File: src/rtl/fcounter_pkg.sv
// Shared types and helpers for the fcounter measurement scheduler.
package fcounter_pkg;

    localparam int FCOUNTER_SCHED_CNT_W = 16;

    typedef enum logic [2:0] {
        S_IDLE,
        S_SELECT,
        S_START,
        S_WAIT_LO,
        S_WAIT_HI,
        S_STORE,
        S_NEXT
    } sched_state_e;

    typedef struct packed {
        logic       found;
        logic [3:0] ch;
    } chan_sel_t;

    // Lowest set bit strictly above cur; found=0 when none remains.
    function automatic chan_sel_t next_channel(input logic [15:0] mask, input logic [3:0] cur);
        chan_sel_t r;
        r = '0;
        for (int i = 15; i >= 0; i--) begin
            if (mask[i] && (i > int'(cur))) begin
                r.found = 1'b1;
                r.ch    = 4'(i);
            end
        end
        return r;
    endfunction

endpackage

File: src/rtl/fcounter_sched_bank.sv
// Per-channel result register file: synchronous write, async read, valid flags cleared by mask.
module fcounter_sched_bank
    import fcounter_pkg::*;
#(
    parameter int N = 8,
    parameter int M = 4
) (
    input  logic                 clk_i,
    input  logic                 rst_i,
    input  logic                 wr_en_i,
    input  logic [$clog2(M)-1:0] wr_addr_i,
    input  logic [N-1:0]         wr_data_i,
    input  logic                 clr_en_i,
    input  logic [M-1:0]         clr_mask_i,
    input  logic [$clog2(M)-1:0] rd_addr_i,
    output logic [N-1:0]         rd_data_o,
    output logic [M-1:0]         valid_o
);

    logic [N-1:0] bank_q [M];
    logic [M-1:0] valid_q;

    always_ff @(posedge clk_i) begin
        if (rst_i) begin
            for (int i = 0; i < M; i++) begin
                bank_q[i] <= '0;
            end
            valid_q <= '0;
        end else begin
            if (clr_en_i) begin
                valid_q <= valid_q & ~clr_mask_i;
            end
            if (wr_en_i) begin
                bank_q[wr_addr_i]  <= wr_data_i;
                valid_q[wr_addr_i] <= 1'b1;
            end
        end
    end

    // Addresses beyond M (non-power-of-two M) read as zero.
    assign rd_data_o = (int'(rd_addr_i) < M) ? bank_q[rd_addr_i] : '0;
    assign valid_o   = valid_q;

endmodule

File: src/rtl/fcounter_sched.sv
// Sweeps enabled channels through one shared fcounter via the ms_clk mux.
// Optional wait-state timeout: define FCOUNTER_SCHED_TIMEOUT_EN.
module fcounter_sched
    import fcounter_pkg::*;
#(
    parameter int N       = 8,
    parameter int M       = 4,
    parameter int SETTLE  = 4,
    parameter int TIMEOUT = 65535
) (
    input  logic                 clk_i,
    input  logic                 rst_i,
    input  logic                 start_i,
    input  logic                 continuous_i,
    input  logic [M-1:0]         ch_mask_i,
    output logic                 busy_o,
    output logic                 done_o,
    output logic [$clog2(M)-1:0] ms_sel_o,
    output logic                 fcounter_ce_o,
    output logic                 fcounter_som_o,
    input  logic                 fcounter_eom_i,
    input  logic                 fcounter_rdy_i,
    input  logic [N-1:0]         fcounter_adata_i,
    input  logic [$clog2(M)-1:0] rd_addr_i,
    output logic [N-1:0]         rd_data_o,
    output logic [M-1:0]         valid_o
`ifdef FCOUNTER_SCHED_TIMEOUT_EN
    ,
    output logic [M-1:0]         timeout_err_o
`endif
);

    // state     | meaning
    // IDLE      | wait for start | SELECT: mux settle, then wait rdy | START: som pulse
    // WAIT_LO   | wait eom fall  | WAIT_HI: wait eom rise | STORE: bank write | NEXT: advance
    localparam int SEL_W = $clog2(M);
    localparam int SET_W = $clog2(SETTLE + 1);
    localparam logic [SET_W-1:0] SETTLE_LOAD = SET_W'(SETTLE - 1);

    sched_state_e     state_q;
    logic [M-1:0]     mask_q;
    logic [SEL_W-1:0] ms_sel_q;
    logic [SET_W-1:0] settle_q;
    logic             busy_q;
    logic             done_q;
    logic             ce_q;
    logic             som_q;

    chan_sel_t        first_c;
    chan_sel_t        nxt_c;
    logic [SEL_W-1:0] first_sel_d;
    logic             wr_en;
    logic             clr_en;

`ifdef FCOUNTER_SCHED_TIMEOUT_EN
    localparam logic [FCOUNTER_SCHED_CNT_W-1:0] WAIT_LOAD = FCOUNTER_SCHED_CNT_W'(TIMEOUT - 1);
    logic [FCOUNTER_SCHED_CNT_W-1:0] wait_q;
    logic [M-1:0]                    terr_q;
`endif

    assign first_c     = next_channel(16'(ch_mask_i), 4'd0);
    assign first_sel_d = ch_mask_i[0] ? '0 : SEL_W'(first_c.ch);
    assign nxt_c       = next_channel(16'(mask_q), 4'(ms_sel_q));

    always_ff @(posedge clk_i) begin
        if (rst_i) begin
            state_q  <= S_IDLE;
            mask_q   <= '0;
            ms_sel_q <= '0;
            settle_q <= '0;
            busy_q   <= 1'b0;
            done_q   <= 1'b0;
            ce_q     <= 1'b0;
            som_q    <= 1'b0;
`ifdef FCOUNTER_SCHED_TIMEOUT_EN
            wait_q   <= '0;
            terr_q   <= '0;
`endif
        end else begin
            done_q <= 1'b0;
            som_q  <= 1'b0;
            case (state_q)
                S_IDLE: begin
                    if (start_i) begin
                        mask_q   <= ch_mask_i;
                        ms_sel_q <= first_sel_d;
                        settle_q <= SETTLE_LOAD;
`ifdef FCOUNTER_SCHED_TIMEOUT_EN
                        terr_q   <= terr_q & ~ch_mask_i;
`endif
                        if (|ch_mask_i) begin
                            state_q <= S_SELECT;
                            busy_q  <= 1'b1;
                        end else begin
                            done_q  <= 1'b1;
                        end
                    end
                end
                S_SELECT: begin
                    if (settle_q != '0) begin
                        settle_q <= settle_q - 1'b1;
                    end else if (fcounter_rdy_i) begin
                        state_q <= S_START;
                        ce_q    <= 1'b1;
                        som_q   <= 1'b1;
                    end
                end
                S_START: begin
                    state_q <= S_WAIT_LO;
`ifdef FCOUNTER_SCHED_TIMEOUT_EN
                    wait_q  <= WAIT_LOAD;
`endif
                end
                S_WAIT_LO: begin
                    if (!fcounter_eom_i) begin
                        state_q <= S_WAIT_HI;
`ifdef FCOUNTER_SCHED_TIMEOUT_EN
                        wait_q  <= WAIT_LOAD;
                    end else if (wait_q == '0) begin
                        terr_q[ms_sel_q] <= 1'b1;
                        ce_q             <= 1'b0;
                        done_q           <= !nxt_c.found;
                        state_q          <= S_NEXT;
                    end else begin
                        wait_q <= wait_q - 1'b1;
`endif
                    end
                end
                S_WAIT_HI: begin
                    if (fcounter_eom_i) begin
                        state_q <= S_STORE;
`ifdef FCOUNTER_SCHED_TIMEOUT_EN
                    end else if (wait_q == '0) begin
                        terr_q[ms_sel_q] <= 1'b1;
                        ce_q             <= 1'b0;
                        done_q           <= !nxt_c.found;
                        state_q          <= S_NEXT;
                    end else begin
                        wait_q <= wait_q - 1'b1;
`endif
                    end
                end
                S_STORE: begin
                    ce_q    <= 1'b0;
                    done_q  <= !nxt_c.found;
                    state_q <= S_NEXT;
                end
                S_NEXT: begin
                    if (nxt_c.found) begin
                        ms_sel_q <= SEL_W'(nxt_c.ch);
                        settle_q <= SETTLE_LOAD;
                        state_q  <= S_SELECT;
                    end else if (continuous_i && (|ch_mask_i)) begin
                        mask_q   <= ch_mask_i;
                        ms_sel_q <= first_sel_d;
                        settle_q <= SETTLE_LOAD;
                        state_q  <= S_SELECT;
`ifdef FCOUNTER_SCHED_TIMEOUT_EN
                        terr_q   <= terr_q & ~ch_mask_i;
`endif
                    end else begin
                        busy_q  <= 1'b0;
                        state_q <= S_IDLE;
                    end
                end
                default: begin
                    busy_q  <= 1'b0;
                    ce_q    <= 1'b0;
                    state_q <= S_IDLE;
                end
            endcase
        end
    end

    assign wr_en  = (state_q == S_STORE);
    assign clr_en = ((state_q == S_IDLE) && start_i) ||
                    ((state_q == S_NEXT) && !nxt_c.found && continuous_i);

    fcounter_sched_bank #(
        .N (N),
        .M (M)
    ) u_bank (
        .clk_i      (clk_i),
        .rst_i      (rst_i),
        .wr_en_i    (wr_en),
        .wr_addr_i  (ms_sel_q),
        .wr_data_i  (fcounter_adata_i),
        .clr_en_i   (clr_en),
        .clr_mask_i (ch_mask_i),
        .rd_addr_i  (rd_addr_i),
        .rd_data_o  (rd_data_o),
        .valid_o    (valid_o)
    );

    assign busy_o         = busy_q;
    assign done_o         = done_q;
    assign ms_sel_o       = ms_sel_q;
    assign fcounter_ce_o  = ce_q;
    assign fcounter_som_o = som_q;
`ifdef FCOUNTER_SCHED_TIMEOUT_EN
    assign timeout_err_o  = terr_q;
`endif

endmodule

File: config.mk
export PLATFORM = sky130hd
export DESIGN_NAME = fcounter_sched
export DESIGN_NICKNAME = d
export VERILOG_FILES = /design/src/rtl/fcounter_pkg.sv /design/src/rtl/fcounter_sched_bank.sv /design/src/rtl/fcounter_sched.sv
export SDC_FILE = /design/constraint.sdc
export NUM_CORES = 1
export LEC_CHECK = 0
export ABC_AREA = 1
export CELL_PAD_IN_SITES_DETAIL_PLACEMENT = 0
export CELL_PAD_IN_SITES_GLOBAL_PLACEMENT = 2
export CORE_UTILIZATION = 39
export DETAILED_ROUTE_END_ITERATION = 10
export DONT_BUFFER_PORTS = 1
export GPL_ROUTABILITY_DRIVEN = 1
export PLACE_DENSITY = 0.83
export SYNTH_ARGS = -nofsm -noshare
export SYNTH_HDL_FRONTEND = slang
export SYNTH_HIERARCHICAL = 1
export SYNTH_SLANG_ARGS = --single-unit
File: constraint.sdc
create_clock -name clk_i -period 3.3 [get_ports clk_i]
set_input_delay 0.825 -clock clk_i [delete_from_list [all_inputs] [get_ports clk_i]]
set_output_delay 0.825 -clock clk_i [all_outputs]
set_load 0.02 [all_outputs]
==> After elaboration in Yosys (flattened, before gate mapping) <==
Memory sizes are Yosys's and may differ from the RTL's.
Index checks and enable logic that the tools add are counted.
{ "op_classes": {"n_eq_ne": 17, "n_lt_le_gt_ge": 5, "bitwise": 6, "reduce_logical": 25, "shifts": 0, "addsub": 1, "div": 0, "mux": 54, "multipliers": 0} }
{ "ops": {"columns": ["cell", "n"], "rows": [
  ["$mux 3", 10],
  ["$mux 4", 6],
  ["$pmux 3 s7", 1],
  ["$ne 2x2->1 const B", 10],
  ["$mux 1", 18],
  ["$mux 2", 8],
  ["$mux 5", 3],
  ["$reduce_or 5->1", 2],
  ["$eq 3x3->1 const B", 3],
  ["$pmux 3 s3", 1],
  ["$logic_and 1x1->1", 8],
  ["$mux 8", 1],
  ["$pmux 4 s2", 1],
  ["$reduce_and 4->1", 2],
  ["$reduce_or 8->1", 1],
  ["$eq 3x2->1 const B", 2],
  ["$reduce_and 3->1", 2],
  ["$reduce_and 6->1", 1],
  ["$reduce_bool 3->1", 2],
  ["$reduce_and 5->1", 1],
  ["$and 4x4->4", 1],
  ["$gt 2x2->1 const A", 2],
  ["$not 4->4", 1],
  ["$or 4x4->4", 1],
  ["17 further kinds", 20]
]} }
{ "word_totals": {"rom_bits": 0, "output_inout_bits": 18, "latchBits": 0, "memories": 1, "elab_cells": 118, "register_bits": 20, "ram_bits": 32} }
{ "memory_table": {"columns": ["name", "depth", "width", "rd", "rd_ports_with_merged_regs", "write_ports", "line_no", "source"], "rows": [
  ["u_bank.bank_q", 4, 8, 1, 0, 4, "fcounter_sched_bank.sv:20", "logic [N-1:0] bank_q [M];"]
]} }

==> Logic depth before layout (Yosys ltp) <==
Gate-level depths: netlist of the first run.
{ "logic_depth": {"word_depth": 13, "depth_mapped": 11} }

==> Cells and area by module <==
Netlist of the first run, hierarchy kept.
{ "by_module_without_submodules": {"columns": ["module", "area_per_inst_um2", "seq_area_each_um2", "instances", "cells_each"], "rows": [
  ["fcounter_sched_bank", 1714.1, 1041.0, 1, 196],
  ["fcounter_sched", 982.2, 300.3, 1, 150]
]} }

==> Least setup slack after synthesis of the first run <==
OpenSTA, ideal clock, no wires.
{ "synth_timing": {"path_type": "in2out", "start": "in rd_addr_i[0]", "end": "out rd_data_o[4]", "stages": 6, "path_slack_ps": 1089, "required_ps": 2475, "arrival_ps": 1386, "path_cell_list": "buf_6 > inv_2 > buf_6 > nand2_1 > nand3_1 > nand2_1"} }
{ "synth_between": {"elab_chain_cells": 1} }
{ "synth_lines": {"columns": ["element", "line_no", "source"], "rows": [
  ["from (decl)", "fcounter_sched.sv:24", "input logic [$clog2(M)-1:0] rd_addr_i,"],
  ["$mem_v2 4x8", null, null],
  ["to (decl)", "fcounter_sched.sv:25", "output logic [N-1:0] rd_data_o,"]
]} }
Every way passes these cells.

==> Worst setup path in the final report of the first run <==
{ "layout_timing": {"start": "in rd_addr_i[1]", "end": "out rd_data_o[0]"} }
Same word-level chain as after synthesis.

==> out/metrics.yaml, run 1 <==
place:
  io_buffers: 0
  post-dp-hpwl_microns: 4400
  place.gp.congestion: 0.828
yosys:
  synth_top_cell_by_area: "edfxtp_1"
  ys_top_cells_by_area: "edfxtp_1 36%, dfxtp_1 14%, nand2_1 12%"
  avgSynthCellArea_sq_um: 7.79
  synth_compound_area_share_pct: 3.94
  synth_top_family_by_area: "simple AND/OR/NAND/NOR gates"
  synthesis.nets: 368
  syn_inst: 346
  synth_cell_types: 27
  synth.area.mux_share_pct: 0
  ys_seq_area_share_pct: 49.7
  synth_top_area_share_pct: 35.6
  synth-seq-cells: 51
  ys_warn_count: 6
  netlist_area_sq_mm: 0.00270
  synth-simple-area-share_pct: 33.5
  synthAdderAreaFrac_pct: 0.928
  synth_xor_area_share_pct: 0.325
floorplanning:
  start_util_pct: 41.5
  dieArea_sq_mm: 0.00725
  die_width_microns: 85.2
  die_h_microns: 85.2
  num_rows: 29
  io_pins: 38
  core_area_sq_mm: 0.00649
sta:
  period_minus_slack_ps: 2160
  relSlewSlack_pct: 68.2
  finalHoldViolations: 0
  period_share_pct: 65.5
  final_max_slew_viol_count: 0
  timing.final.setup_violations: 0
  max_freq_ghz: 0.463
  fin_tns_setup_ps: 0
  rsz0062_at_grt: "false"
  max_slew.worst_pin.slew_ps: 472
  finClkSkew_ps: 8.07
setup_path:
  critPathSlowestCell: "inv_1"
  crit_required_ps: 2470
  path_buf_inv: 1
  crit_type: "input pin to output pin"
  cp_top_family: "simple AND/OR/NAND/NOR gates"
  endpoint_kind: "output pin"
  path_cells: "inv_1, nand3_1, nand2_1"
  worstSetupStartpointType: "input pin"
  cp_data_arrival_time_ps: 1340
  cpPeakStageDelay_ps: 200
  cp_max_fo: 9
power:
  clkPwrFrac_pct: 23.7
  cellPowerDensity_mw_per_mm2: 631
  ir_drop_mv: 0.304
  p_int_w: 0.00114
  pwr-share-comb_pct: 29.8
  p_leak_nw: 1.34
  seq_power_share_pct: 46.5
  swShare_pct: 36.4
  p_sw_w: 0.000654
run_status:
  status: "completed"
route:
  drc: 0
  first_pass_iters: 4
  dr.first_iter.drc_count: 119
  via_count: 2066
  routed_wl_microns: 5770
  wl_per_cell_microns: 13.6
  postRouteAntennaNets: 0
  post_drt_via_cell_ratio: 4.87
clock_network:
  cts_setup_buffers: 0
  cts_tree: "built"
  htreeDepth: 2
  cts_sinks: 51
  cts.path.max_buffers: 2
  clock_latency_ps: 300
  cts_hold_buf: 0
  root_buffer: "clkbuf_8"
  clkTransAtPathRegs_ps: 90
  cts_buffers: 5
  ctsResizeCount: 0
worst_hold_path:
  hold_path_class: "register to register"
global_route:
  grt_overflow: 0
  track_usage_pct: 17.3
  grt_pass1_vias: 1968
  grt_max_degree: 18
  antenna_found_initial: 0
  grt_pass1_wl_microns: 9660
layout:
  layout_commonest_cell: "nand2_1"
  ff_latch_area_sq_mm: 0.00134
  syn_to_final_growth_pct: 5.66
  final_util_pct: 43.9
  insertedDiodeCount: 0
  drive_above_1_share_pct: 9.51
  fill_cells: 677
  nNetsFinal: 369
  multi_input_area_sq_mm: 0.00104
  final_cell_mix: "86 x nand2_1, 62 x inv_1, 53 x nor2_1"
flow_run:
  maxCapViolCount: 0
[area by class of cell]
type                            instances  share of cell area, %
Clock buffer                            5                   2.42
Clock inverter                          2                   1.32
Inverter                               68                   9.13
Multi-Input combinational cell        221                   36.7
Sequential cell                        51                   47.1
Tap cell                               77                   3.38
[registers in the layout, indices dropped and copies added (netlist names), 2 cells and up]
signal,flops
ms_sel_o,2
mask_q,3
state_q,3
u_bank/valid_o,4
u_bank/bank_q,32
settle_q,3
[power by group through the flow]
| stage | Clock, W | Combinational [W] | Sequential (W) |
|---|---|---|---|
| 2_1_floorplan | 0 | 0.000459 | 0.000834 |
| 3_3_place_gp | 0 | 0.000539 | 0.000852 |
| 3_5_place_dp | 0 | 0.000544 | 0.000851 |
| 4_1_cts | 0.000439 | 0.000545 | 0.000837 |
| 5_1_grt | 0.000460 | 0.000623 | 0.000846 |
| 6_report | 0.000426 | 0.000536 | 0.000836 |
[worst register-to-register path, cell delays in order (launching register included)]
cell,delay [ps]
dfxtp_1,510
inv_1,160
nor2_1,210
inv_1,100
nor2_4,140
nand3_2,260
nand2_1,410
[metal layers]
| layer | vias to the layer above | routed length, microns | track usage, % |
|---|---|---|---|
| li1 | 1077 | - | - |
| met1 | 929 | 2420 | 20.1 |
| met2 | 48 | 2970 | 30.9 |
| met4 | 0 | 103 | 7.24 |
| met3 | 12 | 272 | 3.60 |
| met5 | - | 0 | 0 |
[cell families (layout without fill, tap and decap cells)]
family                   after synthesis  count (layout)
AO/OA/AOI/OAI                         20              20
AND/OR/NAND/NOR                      198             198
adder cells (fa/ha/maj)                2               2
XOR/XNOR                               1               1
buffers and inverters                 74              75
flip-flops                            51              51
[Yosys cell counts]
cell type	n
nand2_2	5
inv_4	2
buf_2	1
o22ai_1	2
nor2_1	53
inv_2	4
o21ai_0	6
nor2_2	3
edfxtp_1	32
nand3_2	8
buf_4	1
nor3_1	1
nor2_4	2
nand2_1	86
nand3_4	1
nand3_1	33
a31oi_1	1
o211ai_1	1
nand4_1	5
nand2_4	1
inv_1	62
a21oi_1	10
clkbuf_1	1
xnor2_1	1
buf_6	3
ha_1	2
dfxtp_1	19
[metrics by stage]
step	hold slack, ps	cell area, sq um	worst slack (ps)	total power (W)	cells
after floorplan	440	2700	1090	0.00129	346
after global placement	448	2740	1120	0.00139	417
after detailed placement	456	2740	1120	0.00140	417
after CTS	471	2850	1120	0.00182	424
after global routing	490	2850	975	0.00193	424
final	466	2850	1140	0.00180	424
[final timing paths]
kind / slack, ps / start / depth (start not counted) / end
worst min-delay path: 470 / mask_q[1] / 2 / mask_q[1]
worst max register to register: 1160 / state_q[2] / 6 / u_bank/bank_q[0][4]
worst max-delay path: 1140 / rd_addr_i[1] / 3 / rd_data_o[0]
worst min register to register: 470 / mask_q[1] / 2 / mask_q[1]
Note: power is estimated with default switching activity, not from simulation.
==> run 2, diff against run 1 <==
- CORE_UTILIZATION: 39 -> 36
- PLACE_DENSITY: 0.83 -> 0.77
- clock period: 3.3 -> 2 ns (I/O delays scaled with it)
==> run 2 against run 1 <==
Net effect:
- count of clock-buffer cells in the layout unchanged
- via count rose by 0.53%
- clock power rose by 40%
- combinational power up 82%
- non-clock buffer count grew 7
- cell area up 2.5%
- final cell count increased by 7.1%
- die area grew 8.1%
- critical endpoint is now u_bank/bank_q[0][3]
- largest power group unchanged
- highest routed layer unchanged
==> out/metrics.yaml, run 2 (synthesis results as in run 1) <==
setup_path:
  crit_type: "register to register"
  r2r_slack_ps: 290  # -870 ps
  r2r_start: "state_q[1]"
  r2r.worst_path.cells: 7  # +1
  r2r-end: "u_bank/bank_q[0][3]"
  endpoint_kind: "register"
  cp_data_arrival_time_ps: 1710  # +370 ps
  worstSetupStartpointType: "register"
  crit_required_ps: 2000  # -470 ps
  cp-startpoint: "state_q[1]"
  cp_max_fo: 9  # unchanged
clock_network:
  root_buffer: "clkbuf_8"
  cts_buffers: 5  # unchanged
  cts_tree: "built"
  cts_sinks: 51  # unchanged
  clock_latency_ps: 310  # about the same
  clkTransAtPathRegs_ps: 90  # about the same
  htreeDepth: 2  # unchanged
  cts.path.max_buffers: 2  # unchanged
route:
  dr.first_iter.drc_count: 106  # -11%
  postRouteAntennaNets: 0  # unchanged
  top_layer: "met4"
  m1WireLength_microns: 2590  # +6.9%
  drc: 0  # unchanged
  first_pass_iters: 4  # unchanged
  met2WireLength_microns: 3210  # +8.0%
  post_drt_via_cell_ratio: 4.57  # -6.1%
  wl_met3_microns: 211  # -22%
  via_count: 2077  # +0.53%
  routed_wl_microns: 6180  # +7.2%
  wl_per_cell_microns: 13.6  # +0.13%
layout:
  nNetsFinal: 376  # +1.9%
  final_cell_mix: "83 x nand2_1, 62 x inv_1, 53 x nor2_1"
  final_util_pct: 40.2  # -3.6 points
  syn_to_final_growth_pct: 8.26
  drive_above_1_share_pct: 12.1  # +2.6 points
  insertedDiodeCount: 0  # unchanged
  largest_reg_flops: 32  # unchanged
  regMostFlops: "u_bank/bank_q"
  layout_commonest_cell: "nand2_1"
sta:
  timing.final.setup_violations: 0  # unchanged
  finalHoldViolations: 0  # unchanged
  fin_tns_setup_ps: 0  # unchanged
  period_share_pct: 85.7
  final_max_slew_viol_count: 0  # unchanged
  period_minus_slack_ps: 1710
  setup_ws_ps: 286  # -852 ps
  relSlewSlack_pct: 74.7  # +6.5 points
  finClkSkew_ps: 8.93  # +0.867 ps
  rsz0062_at_grt: "false"
  max_slew.worst_pin.slew_ps: 376  # -96.1 ps
  max_freq_ghz: 0.583
place:
  place.gp.congestion: 0.770  # -7.1%
  post-dp-hpwl_microns: 4690  # +6.6%
  io_buffers: 0  # unchanged
  dpl_worst_slack_ps: 188  # -933 ps
global_route:
  grt_overflow: 0  # unchanged
  grt_pass1_vias: 1981  # +0.66%
  antenna_found_initial: 0  # unchanged
  grt_max_degree: 18  # unchanged
  track_usage_pct: 17.2  # -0.078 points
  grt_pass1_wl_microns: 9930  # +2.8%
floorplanning:
  num_rows: 31  # +6.9%
  core_area_sq_mm: 0.00725  # +12%
  die_h_microns: 88.5  # +4.0%
  die_width_microns: 88.5  # +4.0%
  io_pins: 38  # unchanged
  dieArea_sq_mm: 0.00784  # +8.1%
  start_util_pct: 37.2  # -4.3 points
power:
  p_leak_nw: 1.37  # +1.8%
  total_power_w: 0.00292  # +63%
  ir_drop_mv: 0.461  # +52%
  cellPowerDensity_mw_per_mm2: 1000  # +59%
worst_hold_path:
  hold_path_class: "input pin to register"
  min_path_cells: 1  # -1
  min_to: "mask_q[2]"
  hp-start: "rst_i"
run_status:
  status: "completed"
flow_run:
  maxCapViolCount: 0  # unchanged
## run 2: through the flow
stage	instance area (sq um)	hold WS, ps	cells
after global placement	2820	463	446
final	2920	255	454
after detailed placement	2820	460	446
after CTS	2910	241	454
after floorplan	2700	440	346
after global routing	2920	237	454
## run 2: critical path: stages, from the launching register on
cell and delay (ps):
dfxtp_1 360, inv_2 160, nand2_1 80, nor2_1 250, inv_1 120, nor2_4 140, nand3_2 100, nand2_2 200
## run 2: worst max-delay path by stage
stage | endpoint | slack [ps] | cells after the start
6_report | u_bank/bank_q[0][3] | 290 | 7
5_1_grt | u_bank/bank_q[2][2] | 120 | 7
4_1_cts | u_bank/bank_q[2][0] | 170 | 7
2_1_floorplan | u_bank/bank_q[1][0] | 380 | 7
3_5_place_dp | u_bank/bank_q[2][5] | 190 | 7
3_3_place_gp | u_bank/bank_q[2][5] | 190 | 7
## run 2: where the power goes
| group | switching [W] | internal, W | total, W |
|---|---|---|---|
| combinational | 0.000644 | 0.000330 | 0.000974 |
| sequential | 0.000121 | 0.00123 | 0.00135 |
| clock | 0.000353 | 0.000245 | 0.000598 |
## run 2: layer usage
metal,track usage (%),vias up
li1,-,1098
met1,20.2,931
met2,30.7,35
met3,3.26,13
met4,7.48,0
met5,0,-
## run 2: what timing repair did
item / 4_1_cts / 5_1_grt
endpoints found under the setup margin: 0 / 17
setup buffers: 0 / 0
hold buffers: 0 / 0
resized for setup: 0 / 3
hold endpoints to repair: 0 / 0
## run 2: layout make-up
type / count / area [sq um]
Sequential cell: 51 / 1340
Multi-Input combinational cell: 221 / 1050
Clock inverter: 3 / 20.0
Tap cell: 99 / 124
Fill cell: 778 / 4330
Timing Repair Buffer: 7 / 52.6
Clock buffer: 5 / 68.8
Inverter: 68 / 260
==> variant (config.mk and constraints of run 2) <==
Encoding of `sched_state_e`: now one-hot (7 bits for 7 states).
--- a/src/rtl/fcounter_pkg.sv
+++ b/src/rtl/fcounter_pkg.sv
@@ -5,10 +5,10 @@
 
-    typedef enum logic [2:0] {
-        S_IDLE,
-        S_SELECT,
-        S_START,
-        S_WAIT_LO,
-        S_WAIT_HI,
-        S_STORE,
-        S_NEXT
+    typedef enum logic [6:0] {
+        S_IDLE    = 7'b0000001,
+        S_SELECT  = 7'b0000010,
+        S_START   = 7'b0000100,
+        S_WAIT_LO = 7'b0001000,
+        S_WAIT_HI = 7'b0010000,
+        S_STORE   = 7'b0100000,
+        S_NEXT    = 7'b1000000
     } sched_state_e;
Function: no difference found for any inputs over 10 cycles, from zero or initial values and one cycle with rst_i high; not proved beyond that.
==> variant against run 2 <==
Final area increased by 10%; critical path type unchanged; clock power up 4.3%; clock skew is 1.5 ps lower; sequential cell count increased by 4; synthesized area up 11%; combinational power up 16%; critical path depth rose by 2; via count rose by 14%; setup slack worse by 92 ps; final cell count rose by 14%; wire length up 12%; core utilization grew 0.63 points; power up 9.1%.
==> variant: results (changes against run 2) <==
Status -> finished, final reports clean (unchanged)
Pin count of the biggest net entering global routing -> 19 (was 18)
CP Class -> reg -> reg (unchanged)
Post-synth EDFFs -> 32 (unchanged)
Worst-Margin Slew -> 399 ps (was 376 ps)
Setup Buffers After CTS -> 0 (unchanged)
Min-delay src -> rst_i (unchanged)
CP arrival -> 1790 ps (was 1710 ps)
Post-synthesis sequential area ratio -> 47.4% (was 49.7%)
Peak supply drop -> 0.601 mV (was 0.461 mV)
CTS Buffer Depth -> 2 (unchanged)
Share of layout cells above drive strength 1 -> 11.6% (was 12.1%)
Clock root buffer -> clkbuf_8 (unchanged)
Synthesized Nets -> 428 (was 368)
Nets -> 435 (was 376)
Via count -> 2367 (was 2077)
P_sw -> 1.24 mW (was 1.12 mW)
CTS H-tree depth -> 2 (unchanged)
Leakage -> 1.61 nW (was 1.37 nW)
Detailed Place HPWL -> 5.54 mm (was 4.69 mm)
Most frequent cell after synthesis -> nand2_1 (unchanged)
Max reg flops -> 32 (unchanged)
RD Place Congestion -> 0.753 (was 0.770)
Post-Place Cells -> 508 (was 446)
Routed len/inst -> 13.4 um (was 13.6 um)
DRT iter0 DRCs -> 58 (was 106)
Crit path largest cell delay -> 340 ps (was 360 ps)
GRT Util Overall -> 17.5% (was 17.2%)
Vias in the first global route -> 2372 (was 1981)
Max-cap viol count -> 0 (unchanged)
Clock Pin Slew Worst Setup and Hold Paths -> 100 ps
Synth unique cells -> 29 (was 27)
Mapped Cells -> 406 (was 346)
Ranking of synthesized cells by area -> edfxtp_1 (32%), dfxtp_1 (15%), nand2_1 (14%), inv_1 (8.9%), nor2_1 (8.5%) (was edfxtp_1 (36%), dfxtp_1 (14%), nand2_1 (12%), inv_1 (8.6%), nor2_1 (7.4%))
First-pass GRT wire length -> 11.6 mm (was 9.93 mm)
Synth cell count leaders -> nand2_1 (110), inv_1 (71), nor2_1 (68), nand3_1 (43), edfxtp_1 (32) (was nand2_1 (86), inv_1 (62), nor2_1 (53), nand3_1 (33), edfxtp_1 (32))
First-pass detailed-route iteration total -> 4 (unchanged)
Post-route clock skew -> 7.41 ps (was 8.93 ps)
Reg2reg start -> state_q[2] (was state_q[1])
Fill cells -> 870 (was 778)
CP top delay family -> simple AND/OR/NAND/NOR gates (unchanged)
CTS buffer count -> 5 (unchanged)
Ys Warns -> 6 (unchanged)
Worst path slowest cell -> dfxtp_1 (unchanged)
Dpl ws -> 194 ps (was 188 ps)
WL final -> 6.93 mm (was 6.18 mm)
Max Fanout on Critical Path -> 8 (was 9)
Initial antenna violation count -> 0 (unchanged)
[variant: kinds of logic after synthesis]
logic type	Yosys count	share of synthesized area, %
xor+xnor	1	0.292
buf+inv	86	11.5
simple gates	249	37.5
fa+ha+maj	2	0.834
compound gates	13	2.50
flops	55	47.4
[variant: layout make-up]
cell class / count / share of cell area, %
Sequential cell: 55 / 44.1
Multi-Input combinational cell: 265 / 38.4
Inverter: 80 / 9.31
Tap cell: 102 / 3.96
Clock buffer: 5 / 2.13
Timing Repair Buffer: 6 / 1.40
Clock inverter: 3 / 0.698
[variant: repair_timing]
| item | CTS | global route |
|---|---|---|
| hold endpoints to repair | 0 | 0 |
| endpoints found under the setup margin | 0 | 16 |
| resized for setup | 0 | 2 |
[variant: stage by stage]
step	total power, mW	area (um^2)	hold slack, ps
2_1_floorplan	2.36	3000	437
3_3_place_gp	2.62	3130	452
3_5_place_dp	2.61	3130	469
4_1_cts	3.25	3220	235
5_1_grt	3.48	3220	228
6_report	3.19	3220	251
[variant: power groups by stage]
stage / clock network (mW) / registers [mW] / logic, mW
after global routing: 0.703 / 1.45 / 1.32
final: 0.624 / 1.44 / 1.13
after detailed placement: 0 / 1.46 / 1.15
after floorplan: 0 / 1.46 / 0.901
after global placement: 0 / 1.46 / 1.16
after CTS: 0.657 / 1.44 / 1.16
[variant: metal layers]
metal  share of wire, %  vias up  GRT usage, %
met2                 53       40          33.1
met3                3.6       10          3.41
li1                   -     1262             -
met4                1.8        0          5.26
met5                  0        -             0
met1                 42     1055          19.7
[variant: final timing paths]
| path | end | cells after the start | slack (ps) |
|---|---|---|---|
| setup / recovery | u_bank/bank_q[1][1] | 9 | 190 |
| hold / removal | state_q[6] | 1 | 250 |
| setup reg to reg | u_bank/bank_q[1][1] | 9 | 190 |
| hold reg to reg | settle_q[1] | 2 | 490 |
